[src/rtl/fword_ctrl.sv]
// fword_ctrl: selects a DDS phase-increment word (three presets or a
// stepped sweep) from a VIO mode key and hands each new word to the DDS
// config channel through a valid/ready handshake with a 1-deep pending slot.
module fword_ctrl #(
  parameter int                 FWORD_W   = 24,
  parameter logic [FWORD_W-1:0] F_PRESET0 = 24'd16777,
  parameter logic [FWORD_W-1:0] F_PRESET1 = 24'd167772,
  parameter logic [FWORD_W-1:0] F_PRESET2 = 24'd1677721,
  parameter logic [FWORD_W-1:0] F_MIN     = 24'd16777,
  parameter logic [FWORD_W-1:0] F_MAX     = 24'd1677721,
  parameter logic [FWORD_W-1:0] F_STEP    = 24'd16777,
  parameter int                 DWELL     = 50000
) (
  input  logic               sys_clk,
  input  logic               rst_n,
  input  logic [1:0]         key_PINC,
  output logic               m_axis_config_tvalid,
  input  logic               m_axis_config_tready,
  output logic [FWORD_W-1:0] m_axis_config_tdata,
  output logic [FWORD_W-1:0] fword,
  output logic               sweep_wrap
);

  localparam int CNT_W = (DWELL > 1) ? $clog2(DWELL) : 1;
  localparam logic [CNT_W-1:0] DWELL_LAST = CNT_W'(DWELL - 1);

  typedef enum logic [1:0] {
    S_INIT = 2'b00,
    S_IDLE = 2'b01,
    S_SEND = 2'b10
  } state_t;

  logic [1:0]         key_meta_q;
  logic [1:0]         key_s_q;
  logic [FWORD_W-1:0] sweep_q, sweep_d;
  logic [CNT_W-1:0]   dwell_q, dwell_d;
  logic               wrap_q, wrap_d;
  logic [FWORD_W:0]   sum_s;
  logic [FWORD_W-1:0] target_s;
  logic [FWORD_W-1:0] fword_q;
  logic               change_s;
  state_t             state_q, state_d;
  logic [FWORD_W-1:0] tdata_q, tdata_d;
  logic               pending_q, pending_d;
  logic               tvalid_q, tvalid_d;

  // Two-flop synchronizer for the asynchronous VIO key.
  always_ff @(posedge sys_clk or negedge rst_n) begin
    if (!rst_n) begin
      key_meta_q <= 2'b00;
      key_s_q    <= 2'b00;
    end else begin
      key_meta_q <= key_PINC;
      key_s_q    <= key_meta_q;
    end
  end

  // Sum is one bit wider so a carry-out also counts as passing F_MAX.
  assign sum_s = {1'b0, sweep_q} + {1'b0, F_STEP};

  // Sweep next state: held at F_MIN outside mode 11, so every entry restarts.
  always_comb begin
    sweep_d = sweep_q;
    dwell_d = dwell_q;
    wrap_d  = 1'b0;
    if (key_s_q != 2'b11) begin
      sweep_d = F_MIN;
      dwell_d = '0;
    end else if (dwell_q == DWELL_LAST) begin
      dwell_d = '0;
      if (sum_s > {1'b0, F_MAX}) begin
        sweep_d = F_MIN;
        wrap_d  = 1'b1;
      end else begin
        sweep_d = sum_s[FWORD_W-1:0];
      end
    end else begin
      dwell_d = dwell_q + CNT_W'(1);
    end
  end

  // Sweep register, dwell counter and wrap pulse.
  always_ff @(posedge sys_clk or negedge rst_n) begin
    if (!rst_n) begin
      sweep_q <= F_MIN;
      dwell_q <= '0;
      wrap_q  <= 1'b0;
    end else begin
      sweep_q <= sweep_d;
      dwell_q <= dwell_d;
      wrap_q  <= wrap_d;
    end
  end

  // Target word selected by the synchronized mode.
  always_comb begin
    target_s = F_PRESET0;
    case (key_s_q)
      2'b00:   target_s = F_PRESET0;
      2'b01:   target_s = F_PRESET1;
      2'b10:   target_s = F_PRESET2;
      2'b11:   target_s = sweep_q;
      default: target_s = F_PRESET0;
    endcase
  end

  // fword changes on the next edge whenever the target differs from it.
  assign change_s = (target_s != fword_q);

  // Handshake FSM next state; tdata always loads the word fword is taking.
  always_comb begin
    state_d   = state_q;
    tdata_d   = tdata_q;
    pending_d = pending_q;
    case (state_q)
      S_INIT: begin
        state_d   = S_SEND;
        tdata_d   = target_s;
        pending_d = 1'b0;
      end
      S_IDLE: begin
        if (change_s) begin
          state_d = S_SEND;
          tdata_d = target_s;
        end else begin
          state_d = S_IDLE;
        end
      end
      S_SEND: begin
        if (m_axis_config_tready) begin
          if (pending_q || change_s) begin
            // Reissue the latest word right after the accepted one.
            state_d   = S_SEND;
            tdata_d   = target_s;
            pending_d = 1'b0;
          end else begin
            state_d = S_IDLE;
          end
        end else begin
          // Stalled: keep tdata stable, remember that a newer word exists.
          if (change_s) begin
            pending_d = 1'b1;
          end else begin
            pending_d = pending_q;
          end
        end
      end
      default: begin
        state_d   = S_INIT;
        tdata_d   = '0;
        pending_d = 1'b0;
      end
    endcase
    tvalid_d = (state_d == S_SEND);
  end

  // FSM state, output word, pending flag and registered tvalid.
  always_ff @(posedge sys_clk or negedge rst_n) begin
    if (!rst_n) begin
      state_q   <= S_INIT;
      tdata_q   <= '0;
      pending_q <= 1'b0;
      tvalid_q  <= 1'b0;
      fword_q   <= '0;
    end else begin
      state_q   <= state_d;
      tdata_q   <= tdata_d;
      pending_q <= pending_d;
      tvalid_q  <= tvalid_d;
      fword_q   <= target_s;
    end
  end

  assign m_axis_config_tvalid = tvalid_q;
  assign m_axis_config_tdata  = tdata_q;
  assign fword                = fword_q;
  assign sweep_wrap           = wrap_q;

endmodule

[config.mk]
export PLATFORM = sky130hd
export DESIGN_NAME = fword_ctrl
export DESIGN_NICKNAME = d
export VERILOG_FILES = /design/src/rtl/fword_ctrl.sv
export SDC_FILE = /design/constraint.sdc
export NUM_CORES = 1
export LEC_CHECK = 0
export CAP_MARGIN = 10
export CORE_UTILIZATION = 45
export CTS_CLUSTER_SIZE = 20
export DETAILED_ROUTE_END_ITERATION = 12
export GPL_ROUTABILITY_DRIVEN = 0
export PLACE_DENSITY = 0.68
export SETUP_SLACK_MARGIN = 0.5
export SYNTH_ARGS = -nofsm -noshare
export SYNTH_HDL_FRONTEND = slang
export SYNTH_SLANG_ARGS = --single-unit
[constraint.sdc]
create_clock -name sys_clk -period 2.49 [get_ports sys_clk]
set_input_delay 0.3735 -clock sys_clk [delete_from_list [all_inputs] [get_ports sys_clk]]
set_output_delay 0.3735 -clock sys_clk [all_outputs]
set_load 0.02 [all_outputs]
==> impl_metrics.ini <==
[worst_setup_path]
crit_path_end_kind = flop
reg2reg_depth = 13
cp_max_fo = 7
worstSetupEndpoint = sweep_q[13]$_DFFE_PN0P_
crit_path_start = sweep_q[3]$_DFFE_PN1P_
start_kind = flop
crit_required_ns = 2.76
r2r_setup_slack_ns = -0.23
r2r-end = sweep_q[13]$_DFFE_PN0P_
arrival_ns = 2.99
r2r-start = sweep_q[3]$_DFFE_PN1P_
worstSetupPathType = reg -> reg

[final_layout]
diodes = 0
fin_nets = 767
final_util_pct = 66.1
final_cell_mix = 95 x buf_4, 86 x dfrtp_1, 55 x nor2_1
final_common_cell = buf_4
drive_above_1_share_pct = 31.9
synthToLayoutAreaGrowth_pct = 42.5
final_cells = 932

[floorplanning]
die_area_um2 = 12900
num_io_pins = 55
row_count = 40
die_width_um = 114
initial_core_util_pct = 46.4
die_h_um = 114
core_um2 = 12100

[routing]
postRouteAntennaNets = 0
wl_per_cell_um = 17.8
drt_iter0_drc = 347
via_per_inst = 5.72
drt-total-wl_mm = 16.6
num_vias = 5329
drt_pass1_iterations = 5
drc_errors = 0

[yosys]
yosysWarnings = 0
yosysSeqAreaShare_pct = 43.3
synth.cell_area_um2 = 5620
syn_nets = 621
synth_edf_count = 0
synth-seq-cells = 97
ys_async_sr_fraction_pct = 100
ys_types = 82
syn_avg_cell_area_um2 = 9.16
syn_inst = 613
synthFlopType = dfrtp_1

[global_route]
gr-total-overflow = 0
grt_pass1_vias = 5276
gr-usage-all-layers_pct = 26.2
grt_first_pass_wirelength_mm = 26.3
antenna_found_initial = 0
grt_start_max_net_pins = 46

[sta]
fin_ws_ns = -0.227
relSlewSlack_pct = 35.3
tightestPinTransition_ns = 0.963
slew_violations = 0
fin_skew_ns = 0.00998
final_hold_viol_count = 0
finalSetupTns_ns = -4.92
min_period_over_period_pct = 109
setup_viol = 46
finalCriticalPeriod_ns = 2.72
fmax_mhz = 368
rsz0062_at_grt = true

[flow_run]
cap_violations = 0

[placed_design]
place_inst = 886
port_buffers = 54
hpwl_mm = 11.2

[clock_tree]
cts_htree_levels = 3
clock_latency_ns = 0.36
cts-root-buf = clkbuf_16
ctsHoldBuffers = 0
cts_tree = built
cts_sinks = 97
cts_made_buffers = 9
ctsLongestPathBuffers = 2
clk_pin_slew_worst_paths_ns = 0.07

[power]
p_leak_nw = 3.46
vdd_drop_max_uv = 400
power_density_nw_per_um2 = 439

[run_status]
status = finished, violations left
failed_checks = setup timing

[hold_path]
hold_path.class = in -> async
[cell usage after synthesis (6+ instances only)]
cell type | n | area (µm²)
a21oi_1 | 26 | 130
a21o_1 | 6 | 45.0
nor3_1 | 9 | 45.0
buf_2 | 14 | 70.1
buf_4 | 7 | 52.6
o21ai_0 | 23 | 115
xor2_1 | 12 | 105
nor2_1 | 59 | 221
xnor2_1 | 17 | 149
a31oi_1 | 10 | 62.6
inv_1 | 35 | 131
o21ai_1 | 17 | 85.1
clkbuf_1 | 17 | 63.8
and2_1 | 8 | 50.1
dfrtp_1 | 92 | 2300
nand2_1 | 57 | 214
and3_1 | 15 | 93.8
nand2b_1 | 18 | 113
nand3_1 | 31 | 155
o2bb2ai_1 | 19 | 166
[layout make-up]
cell class              instances  area, µm²
clock buffers                  10        239
well taps                     168        210
fillers                       961       4110
repair buffers                175       1630
clock inverters                 6       76.3
inverters                      35        131
multi-input cells             441       3280
flip-flops and latches         97       2440
[through the flow]
| stage | power, mW | worst slack (ns) | hold slack (ns) | area, µm² |
|---|---|---|---|---|
| 4_1_cts | 3.53 | -0.130 | 0.0549 | 7770 |
| 2_1_floorplan | 1.89 | 0.0679 | 0.0779 | 5860 |
| 5_1_grt | 3.64 | -0.296 | 0.0909 | 8000 |
| 3_5_place_dp | 2.08 | -0.214 | 0.336 | 7080 |
| 6_report | 3.51 | -0.227 | 0.0299 | 8000 |
| 3_3_place_gp | 2.06 | -0.112 | 0.336 | 7080 |
[cell families (layout without fill, tap and decap cells)]
group / after synthesis / after routing / share of synthesized area, %
and+or+nand+nor: 236 / 236 / 21.7
AOI/OAI and AO/OA: 165 / 168 / 22.1
DFF: 97 / 97 / 43.3
buffers and inverters: 78 / 226 / 6.66
xor gates and xnor gates: 29 / 29 / 4.52
muxes: 5 / 5 / 0.980
adders and majority gates: 3 / 3 / 0.669
[state kept, by name, summed over array words and instances (netlist names)]
register	count
sweep_q	24
pending_q	1
fword	24
dwell_q	16
key_meta_q	2
m_axis_config_tdata	24
key_s_q	2
state_q	2
m_axis_config_tvalid	1
sweep_wrap	1
[where the power goes]
part | internal, mW | switching, mW
clock | 0.818 | 0.629
sequential | 1.62 | 0.0427
combinational | 0.175 | 0.226
total | 2.61 | 0.898
[what timing repair did]
item	in CTS	in global routing
pin swaps	28	14
setup buffers	15	11
cloned	4	0
setup endpoints to repair	61	50
resized for setup	45	33
[worst min-delay path by stage]
stage	end	slack, ns	cells past startpoint
global placement	key_s_q[1]$_DFF_PN0_	0.34	0
global route	dwell_q[12]$_DFF_PN0_	0.09	1
CTS	dwell_q[12]$_DFF_PN0_	0.05	1
floorplan	dwell_q[0]$_DFF_PN0_	0.08	0
detailed placement	key_s_q[1]$_DFF_PN0_	0.34	0
finish	dwell_q[12]$_DFF_PN0_	0.03	1
[critical path: stages, from the launching register on]
cell and delay, ns:
dfstp_2 0.61, buf_12 0.12, buf_12 0.09, nor3_1 0.05, a211oi_2 0.32, mux2i_1 0.29
a2bb2oi_2 0.14, a311oi_4 0.27, buf_4 0.18, buf_6 0.08, o21a_4 0.17, buf_4 0.13
a21oi_2 0.04, o21ai_1 0.14
[metal layers]
layer | up-vias | wire [µm] | track usage, %
met5 | - | 0 | 0
met4 | 0 | 399 | 9.74
met3 | 35 | 787 | 4.62
met2 | 160 | 8390 | 43.7
met1 | 2654 | 7050 | 34.0
li1 | 2480 | - | -
(Power assumes the default switching activity.)
